**src/rtl/dpram_arb_pkg.sv**
```systemverilog
// dpram_arb_pkg: shared constants, pick type and rotate-and-find-first helper for the RAM port arbiter
package dpram_arb_pkg;
  localparam int MAX_NREQ = 8;
  localparam int IDX_W = 3;
  localparam int TAG_W = MAX_NREQ;
  typedef struct packed {
    logic found;
    logic [IDX_W-1:0] idx;
  } rr_pick_t;
  // Scans downward so the lowest offset from ptr is written last and wins
  function automatic rr_pick_t rr_find(input logic [MAX_NREQ-1:0] vld, input logic [IDX_W-1:0] ptr, input int n);
    rr_pick_t r;
    logic [IDX_W-1:0] j;
    r = '0;
    for (int k = MAX_NREQ - 1; k >= 0; k--) begin
      j = IDX_W'((int'(ptr) + k) % n);
      if (k < n && vld[j]) r = '{found: 1'b1, idx: j};
    end
    return r;
  endfunction
endpackage

```
**src/rtl/dpram_arb_rr.sv**
```systemverilog
// dpram_arb_rr: combinational rotating priority encoder with one-hot grant and binary index
module dpram_arb_rr
  import dpram_arb_pkg::*;
#(
  parameter int NREQ = 4
) (
  input  logic [NREQ-1:0]  vld,
  input  logic [IDX_W-1:0] ptr,
  output logic [NREQ-1:0]  gnt,
  output logic [IDX_W-1:0] idx,
  output logic             found
);
  rr_pick_t p;
  assign p = rr_find(MAX_NREQ'(vld), ptr, NREQ);
  assign found = p.found;
  assign idx = p.idx;
  assign gnt = p.found ? NREQ'(1) << p.idx : '0;
endmodule

```
**src/rtl/dpram_port_arbiter.sv**
```systemverilog
// dpram_port_arbiter: round-robin sharing of one RAM port with registered command and tagged read return
// DPRAM_ARB_PRIO0_EN: requester 0 gets fixed top priority; the rest rotate.
module dpram_port_arbiter
  import dpram_arb_pkg::*;
#(
  parameter int NREQ = 4,
  parameter int AW = 4,
  parameter int DW = 8,
  parameter int RD_LATENCY = 1
) (
  input  logic             clk,
  input  logic             rst,
  input  logic [NREQ-1:0]  req_valid,
  output logic [NREQ-1:0]  req_ready,
  input  logic [NREQ-1:0]  req_we,
  input  logic [NREQ*AW-1:0] req_addr,
  input  logic [NREQ*DW-1:0] req_wdata,
  output logic [NREQ-1:0]  rsp_valid,
  output logic [DW-1:0]    rsp_rdata,
  output logic [AW-1:0]    ram_addr,
  output logic             ram_we,
  output logic [DW-1:0]    ram_wdata,
  input  logic [DW-1:0]    ram_q
);
  logic [IDX_W-1:0] ptr, rr_idx;
  logic [NREQ-1:0] rr_vld, rr_gnt, push;
  logic rr_found, move;
  logic [AW-1:0] sel_addr;
  logic [DW-1:0] sel_wdata;
  logic [NREQ-1:0] tag [RD_LATENCY+1];
`ifdef DPRAM_ARB_PRIO0_EN
  assign rr_vld = {req_valid[NREQ-1:1], 1'b0};
  assign req_ready = req_valid[0] ? NREQ'(1) : rr_gnt;
  assign move = rr_found & ~req_valid[0];
`else
  assign rr_vld = req_valid;
  assign req_ready = rr_gnt;
  assign move = rr_found;
`endif
  dpram_arb_rr #(.NREQ(NREQ)) u_rr (
    .vld  (rr_vld),
    .ptr  (ptr),
    .gnt  (rr_gnt),
    .idx  (rr_idx),
    .found(rr_found)
  );
  // Reads carry a one-hot tag so the response can be routed back; writes carry zero
  assign push = req_ready & ~req_we;
  always_comb begin
    sel_addr = '0;
    sel_wdata = '0;
    for (int i = 0; i < NREQ; i++)
      if (req_ready[i]) begin
        sel_addr = req_addr[i*AW +: AW];
        sel_wdata = req_wdata[i*DW +: DW];
      end
  end
  always_ff @(posedge clk)
    if (rst) begin
      ptr <= '0;
      ram_we <= 1'b0;
      ram_addr <= '0;
      ram_wdata <= '0;
      for (int i = 0; i <= RD_LATENCY; i++) tag[i] <= '0;
    end else begin
      ram_we <= |(req_ready & req_we);
      if (|req_ready) begin
        ram_addr <= sel_addr;
        ram_wdata <= sel_wdata;
      end
      if (move) ptr <= (rr_idx == IDX_W'(NREQ - 1)) ? '0 : rr_idx + 1'b1;
      tag[0] <= push;
      for (int i = 1; i <= RD_LATENCY; i++) tag[i] <= tag[i-1];
    end
  assign rsp_valid = tag[RD_LATENCY];
  assign rsp_rdata = ram_q;
endmodule

```
**config.mk**
```make
export PLATFORM = sky130hd
export DESIGN_NAME = dpram_port_arbiter
export DESIGN_NICKNAME = d
export VERILOG_FILES = /design/src/rtl/dpram_arb_pkg.sv /design/src/rtl/dpram_arb_rr.sv /design/src/rtl/dpram_port_arbiter.sv
export SDC_FILE = /design/constraint.sdc
export NUM_CORES = 1
export LEC_CHECK = 0
export ABC_AREA = 1
export CORE_ASPECT_RATIO = 1.25
export CORE_UTILIZATION = 42
export DETAILED_ROUTE_END_ITERATION = 7
export MAX_ROUTING_LAYER = met4
export PLACE_DENSITY = 0.86
export SYNTH_ARGS = -nofsm -noshare
export SYNTH_HDL_FRONTEND = slang
export SYNTH_SLANG_ARGS = --single-unit
```
**constraint.sdc**
```tcl
create_clock -name clk -period 5.4 [get_ports clk]
set_clock_uncertainty 0.05 [all_clocks]
set_input_delay 0.54 -clock clk [delete_from_list [all_inputs] [get_ports clk]]
set_output_delay 0.54 -clock clk [all_outputs]
set_load 0.1 [all_outputs]
```
## Yosys cells after proc, flatten, opt, wreduce, memory -nomap -nowiden

Memory sizes are Yosys's and may differ from the RTL's.
Cells that the tools add are included.

| storage, ports and cells | value |
|---|---|
| flip-flop bits (word level) | 15 |
| bits in writable memories | 8 |
| input bits | 66 |
| output and inout bits | 29 |
| logic and storage cells | 55 |
| memories kept | 1 |

| cells by class | value |
|---|---|
| add/sub/neg operators | 4 |
| order comparisons | 4 |
| equal/unequal tests | 1 |
| shift operators | 1 |
| muxes and demuxes | 27 |
| bitwise gates (word level) | 8 |
| reductions and logical operators | 5 |

Memories:

| name | depth | width | read ports | clocked after Yosys merged registers in | write ports | RTL line | RTL |
|---|---|---|---|---|---|---|---|
| tag | 2 | 4 | 2 | 0 | 2 | dpram_port_arbiter.sv:30 | `logic [NREQ-1:0] tag [RD_LATENCY+1];` |

Operators by type and width:

| cell | number |
|---|---|
| 4-bit two-way mux | 11 |
| 8-bit two-way mux | 4 |
| 3-bit by 4-bit < comparator with 1-bit output, second input constant | 3 |
| 1-bit binary-select mux with 3-bit select | 3 |
| 4-bit bitwise AND | 2 |
| 4-bit OR reduction | 2 |
| 1-bit two-way mux | 7 |
| 2-bit OR reduction | 3 |
| 2-bit by 1-bit adder with 2-bit output, second input constant | 2 |
| 2-bit adder, second input constant | 2 |
| 2-bit by 4-bit < comparator with 1-bit output, second input constant | 1 |
| 4-bit NOT | 1 |
| 1-bit by 3-bit left shift with 4-bit output, first input constant | 1 |
| 1-bit bitwise AND, first input constant | 3 |
| 3-bit by 2-bit == test with 1-bit output, second input constant | 1 |
| 1-bit binary-select mux with 2-bit select | 1 |
| 2-bit two-way mux | 1 |
| 1-bit OR | 2 |

## Depth between registers and ports, before layout

Gate-level depths: netlist (run 1).

| depth | value |
|---|---|
| depth after elaboration | 15 |
| gate-level depth with buffers | 18 |
| gate-level depth less buffers | 17 |

## Modules after synthesis

A second synthesis (run 1) with hierarchy kept.

| second synthesis, totals | value |
|---|---|
| cells, all modules | 260 |
| area total of the unflattened synthesis | 1650.3 sq um |

Modules (own cells, without submodules):

| module | times used | cells an instance | area an instance (sq um) | seq. area each (sq um) |
|---|---|---|---|---|
| dpram_port_arbiter | 1 | 204 | 1351.3 | 480.5 |
| dpram_arb_rr | 1 | 56 | 299.0 | 0.0 |

## Worst setup path before layout (run 1)

OpenSTA, ideal clock, no wires.

| timing | value |
|---|---|
| path type | input-to-output |
| start point | input port req_valid[1] |
| end point | output port req_ready[3] |
| data arrival time | 2283 ps |
| required time | 4810 ps |
| setup slack | 2527 ps |
| stages | 12 |
| path buffers | 1 |
| cell sequence | nand2_1 > nand2_1 > nand2_1 > a21boi_0 > o21ai_0 > nand2_1 > nand2_1 > inv_1 > ha_1 > clkbuf_1 > nand2_1 > inv_1 |

| on the way | value |
|---|---|
| word-level cells in the longest chain between the ends | 8 |
| elaborated cells on any way between the ends | 14 |
| those cells by class | shift (1); mux (13) |

Ends and longest elaborated chain:

| what | RTL line | RTL |
|---|---|---|
| start, declared | dpram_port_arbiter.sv:13 | `input logic [NREQ-1:0] req_valid,` |
| 1-bit binary-select mux with 3-bit select | dpram_arb_pkg.sv:17 | `if (k < n && vld[j]) r = '{found: 1'b1, idx: j};` |
| 1-bit two-way mux (implied by the code) | dpram_arb_pkg.sv:17 |  |
| 4-bit two-way mux (3 in a row) | dpram_arb_pkg.sv:17 |  |
| 4-bit two-way mux (*) | dpram_arb_pkg.sv:17 |  |
| 1-bit by 3-bit left shift with 4-bit output | dpram_arb_rr.sv:17 | `assign gnt = p.found ? NREQ'(1) << p.idx : '0;` |
| 4-bit two-way mux (*) | dpram_arb_rr.sv:17 |  |
| end, declared | dpram_port_arbiter.sv:14 | `output logic [NREQ-1:0] req_ready,` |

Mark *: on every way between the ends. The rest lies on a longest branch, timed or not. The select of a mux whose other input is x is not followed.

## Worst setup path in the final report (run 1)

| timing | value |
|---|---|
| start point | input port req_valid[0] |
| end point | output port req_ready[0] |

Same word-level chain as after synthesis.

==> results of run 1 <==
[path summary, 6_finish.rpt]
path | to | slack (ns) | start
setup / recovery | req_ready[0] | 1.16 | req_valid[0]
hold / removal | tag[0][4] | 0.35 | tag[0][0]
setup reg to reg | ram_wdata[0] | 2.23 | ptr[0]
hold reg to reg | tag[0][4] | 0.35 | tag[0][0]
[cell type report]
cell class	count	area, sq um
clock buffer	3	41.3
multi-input combinational	184	956
fill	361	1400
clock inverter	1	5.00
tap	54	67.6
inverter	34	130
sequential	23	460
timing repair buffer	79	786
[cells by family after synthesis]
| logic type | synth area share, % |
|---|---|
| compound gates | 8.62 |
| fa+ha+maj | 2.90 |
| buf+inv | 18.0 |
| flops | 26.6 |
| simple gates | 43.8 |
[stage by stage]
stage	cells	util, %	hold WS (ns)	cell area, sq um
after floorplan	269	-	0.338	1730
after detailed placement	374	62.4	0.346	2400
final	378	63.6	0.354	2450
after global placement	374	62.4	0.340	2400
after CTS	378	63.6	0.358	2450
after global routing	378	63.6	0.377	2450
[critical path, delay by kind of cell]
family          cells  cell delay [ns]
compound gates      1             0.23
fa+ha+maj           1             0.48
buf+inv             4             1.75
simple gates        7             0.66
[registers in the layout, indices dropped and copies added, names as in the netlist]
name       count
ptr            2
ram_addr       4
ram_wdata      8
ram_we         1
tag            8
[synth_stat cells (5+ instances only)]
cell type	n
dfxtp_1	23
o21ai_0	8
a21oi_1	9
nor3_1	5
nand3b_1	13
buf_4	15
nor2_1	9
nand4_1	13
or2_2	7
nand3_1	42
inv_1	28
nand2_1	61
clkbuf_1	7
[per-layer routing]
layer	vias up	track usage (%)	routed length, um
li1	970	-	-
met1	826	25.8	1760
met2	73	37.5	2420
met3	9	2.64	265
met4	0	7.67	80
met5	-	-	0
==> results.py, run 1 <==
metrics = {
    "clocking": {
        "clk_latency_ns": 0.26,
        "cts_hold_buf": 0,
        "postCtsSetupBuffers": 0,
        "htree_levels": 1,
        "cts.sinks": 23,
        "clockBufferDepth": 2,
        "clock-root-buffer": "clkbuf_8",
        "cts_resized": 0,
        "clkTransAtPathRegs_ns": 0.08,
        "cts_tree": "done",
        "numCtsBuffers": 3,
    },
    "yosys": {
        "ys_warn_count": 0,
        "yosys.area.top_type": "dfxtp_1",
        "synthFlopType": "dfxtp_1",
        "syn_inst": 269,
        "synth_top_area_share_pct": 26.6,
        "synth_edf_count": 0,
        "syn-num-nets": 339,
        "synth-async-reset-ratio_pct": 0,
        "synth-seq-cells": 23,
        "netlist_area_sq_um": 1730,
        "synth_area_leaders": "dfxtp_1 (27%), nand2_1 (13%), nand3_1 (12%)",
        "synth_cell_types": 26,
        "ys_seq_area_share_pct": 26.6,
        "synth.avg_cell_area_sq_um": 6.42,
    },
    "sta": {
        "hold_viol": 0,
        "relSlewSlack_pct": 33.3,
        "fin_ws_ns": 1.16,
        "clock.fmax_mhz": 236,
        "setup_viol": 0,
        "tns_ns": 0,
        "worst_pin_slew_ns": 0.998,
        "report.final.slew_viol_count": 0,
        "layout_min_cycle_time_ns": 4.24,
        "fin_crit_sh_pct": 78.6,
        "grt_setup_unrepaired": "no",
    },
    "finish": {
        "syn2layout_area_growth_pct": 41.6,
        "drive_above_1_share_pct": 7.72,
        "antennaDiodeCount": 0,
        "layout.cells.most_common": "clkdlybuf4s50_1",
        "mostFrequentLayoutCells": "clkdlybuf4s50_1 (77), nand2_1 (61), nand3_1 (42), inv_1 (28), dfxtp_1 (23)",
        "nets": 395,
    },
    "floorplanning": {
        "die_h_um": 73.7,
        "pin_count": 95,
        "start_util_pct": 44.9,
        "core_sq_um": 3850,
        "placementRows": 25,
        "die_area_sq_um": 4380,
        "die_x_um": 59.4,
    },
    "worst_setup_path": {
        "cp-end-kind": "output pin",
        "cp_data_arrival_time_ns": 3.65,
        "setup.worst_path.class": "in -> out",
        "max_stage_delay_ns": 1.13,
        "cpMostUsedCell": "nand2_1",
        "ff2ff_path_depth": 13,
        "crit_chain": "clkdlybuf4s50_1 > nand2_1 > nand2_1 > nand2_2 > nand2_2 > nor2_4 > nor2_1 > o21a_1 > inv_1 > ha_1 > nand2_1 > inv_1 > clkdlybuf4s50_1",
        "cp_slowest_cell": "clkdlybuf4s50_1",
        "required_ns": 4.81,
        "cp-start-kind": "input port",
        "cp_max_fo": 14,
    },
    "drt": {
        "routed_wirelength_um": 4530,
        "post_drt_wl_per_cell_um": 12.0,
        "viasPerCell": 4.97,
        "ant_nets": 0,
        "drt-pass1-iter-count": 4,
        "drt_iter0_drc": 87,
        "drc": 0,
        "vias": 1878,
    },
    "grt": {
        "overflow": 0,
        "antenna_found_initial": 0,
        "grt_pass1_vias": 1618,
        "grt_max_degree": 35,
        "grt_pass1_wl_um": 7160,
        "grt.total_usage_pct": 21.8,
    },
    "place": {
        "dp_hpwl_um": 3550,
        "io_buffers": 78,
        "place_ws_ns": 1.17,
        "place.gp.congestion": 0.989,
    },
    "hold_path": {
        "hp-class": "reg -> reg",
        "hold_depth": 2,
    },
    "status": {
        "status": "completed",
    },
    "run": {
        "cap_violations": 0,
    },
}
Power of run 1 is not shown: default switching activity piles up to over one toggle a cycle in this logic, so the estimate is an artifact.
==> run 2, diff against run 1 <==
--- a/config.mk
+++ b/config.mk
@@ -7,10 +7,10 @@
 export LEC_CHECK = 0
 export ABC_AREA = 1
 export CORE_ASPECT_RATIO = 1.25
-export CORE_UTILIZATION = 42
+export CORE_UTILIZATION = 39
 export DETAILED_ROUTE_END_ITERATION = 7
 export MAX_ROUTING_LAYER = met4
-export PLACE_DENSITY = 0.86
+export PLACE_DENSITY = 0.81
 export SYNTH_ARGS = -nofsm -noshare
 export SYNTH_HDL_FRONTEND = slang
 export SYNTH_SLANG_ARGS = --single-unit
==> constraint.sdc (replaced) <==
create_clock -name clk -period 4 [get_ports clk]
set_clock_uncertainty 0.05 [all_clocks]
set_input_delay 0.4 -clock clk [delete_from_list [all_inputs] [get_ports clk]]
set_output_delay 0.4 -clock clk [all_outputs]
set_load 0.1 [all_outputs]
==> results.py, run 2 (same netlist as run 1, synthesis figures left out) <==
metrics = {
    "sta": {
        "clock.fmax_mhz": 305,
        "hold_viol": 0,
        "tns_ns": 0,
        "relSlewSlack_pct": 33.6,
        "hold_ws_ns": 0.355,
        "setup_viol": 0,
        "worst_pin_slew_ns": 0.993,
        "grt_setup_unrepaired": "no",
        "fin_crit_sh_pct": 81.9,
        "layout_min_cycle_time_ns": 3.27,
        "report.final.slew_viol_count": 0,
    },
    "finish": {
        "mostFrequentLayoutCells": "clkdlybuf4s50_1 (74), nand2_1 (61), nand3_1 (42), inv_1 (28), dfxtp_1 (23)",
        "largestRegisters": "ram_wdata: 8 flops, tag: 8 flops, ram_addr: 4 flops",
        "drive_above_1_share_pct": 8.92,
        "final_cell_count_no_fill": 381,
        "syn2layout_area_growth_pct": 41.9,
        "layout.cells.most_common": "clkdlybuf4s50_1",
        "finalInstanceArea_sq_um": 2450,
        "nets": 396,
        "antennaDiodeCount": 0,
        "fill_cells": 406,
    },
    "place": {
        "dp_hpwl_um": 3550,
        "place.gp.congestion": 1.01,
        "dpl_cell_area_sq_um": 2400,
        "io_buffers": 78,
        "dp.cells": 377,
    },
    "clocking": {
        "clk_latency_ns": 0.26,
        "clkTransAtPathRegs_ns": 0.08,
        "clockBufferDepth": 2,
        "clock-root-buffer": "clkbuf_8",
        "cts.sinks": 23,
        "cts_hold_buf": 0,
        "htree_levels": 1,
        "cts_tree": "done",
        "postCtsSetupBuffers": 0,
        "cts_resized": 0,
        "numCtsBuffers": 3,
    },
    "drt": {
        "ant_nets": 0,
        "vias": 1850,
        "drt_iter0_drc": 161,
        "drt-pass1-iter-count": 4,
        "post_drt_wl_per_cell_um": 11.9,
        "drc": 0,
        "routed_wirelength_um": 4550,
        "viasPerCell": 4.86,
    },
    "grt": {
        "antenna_found_initial": 0,
        "grt.total_usage_pct": 21.1,
        "grt_max_degree": 35,
        "grt_pass1_wl_um": 7470,
        "overflow": 0,
        "grt_pass1_vias": 1651,
    },
    "worst_setup_path": {
        "critPathBufInv": 4,
        "required_ns": 3.55,
        "crit_chain": "inv_4 > nand2_1 > nand2_1 > nand2_1 > a21boi_0 > o21ai_0 > nand2_1 > nand2_1 > inv_1 > ha_1 > nand2_1 > inv_1 > buf_4",
        "cp_slowest_cell": "ha_1",
        "max_stage_delay_ns": 0.59,
        "cp_top_family": "buffers and inverters",
        "setup.worst_path.class": "reg -> out",
        "cpMostUsedCell": "nand2_1",
        "cp-end-kind": "output pin",
        "cp-start-kind": "flop",
        "cp_max_fo": 22,
        "cp_data_arrival_time_ns": 2.82,
    },
    "hold_path": {
        "hp-class": "reg -> reg",
    },
    "status": {
        "status": "completed",
    },
    "run": {
        "cap_violations": 0,
    },
    "floorplanning": {
        "core_sq_um": 4160,
        "start_util_pct": 41.5,
        "die_area_sq_um": 4700,
        "die_x_um": 61.5,
        "die_h_um": 76.4,
        "placementRows": 26,
        "pin_count": 95,
    },
}
-- run 2: cell count changes in the layout (fill, tap and decap cells not counted), sizes merged --
cell           change
buf                +4
clkinv             -1
clkinvlp           +1
clkdlybuf4s50      -3
-- run 2: layer usage --
layer | part of all wire [%] | up-vias | track usage [%] | wire length, um
met3 | 4.0 | 8 | 1.70 | 184
li1 | - | 971 | - | -
met4 | 1.8 | 0 | 7.78 | 83
met1 | 41 | 817 | 25.2 | 1840
met2 | 54 | 54 | 35.5 | 2440
met5 | 0 | - | - | 0
-- run 2: worst paths after layout --
kind                            slack, ns  cells after the start       from           end
worst max-delay path                 0.73                     13     ptr[0]  req_ready[3]
worst min-delay path                 0.36                      2  tag[0][1]     tag[0][5]
worst max register to register       0.87                     14     ptr[0]  ram_wdata[6]
worst min register to register       0.36                      2  tag[0][1]     tag[0][5]
-- run 2: worst reg2reg max path, delay by kind of cell (launching register included) --
family	cells	cell delay [ns]
compound gates	3	1.19
simple gates	8	0.71
flops	1	0.56
fa+ha+maj	1	0.38
buf+inv	2	0.17
-- run 2: cell type report --
class | count | area [sq um] | area share [%]
multi-input cells | 184 | 956 | 39.0
repair buffers | 80 | 786 | 32.1
flip-flops and latches | 23 | 460 | 18.8
inverters | 34 | 130 | 5.31
well taps | 56 | 70.1 | 2.86
clock buffers | 3 | 41.3 | 1.68
clock inverters | 1 | 7.51 | 0.306
-- run 2: stage by stage --
step / util, % / worst slack, ns
floorplan: - / 1.31
global placement: 57.7 / 0.794
detailed placement: 57.7 / 0.692
CTS: 58.9 / 0.746
global route: 58.9 / 0.475
finish: 58.9 / 0.726
Power of run 2 is left out for the same reason.
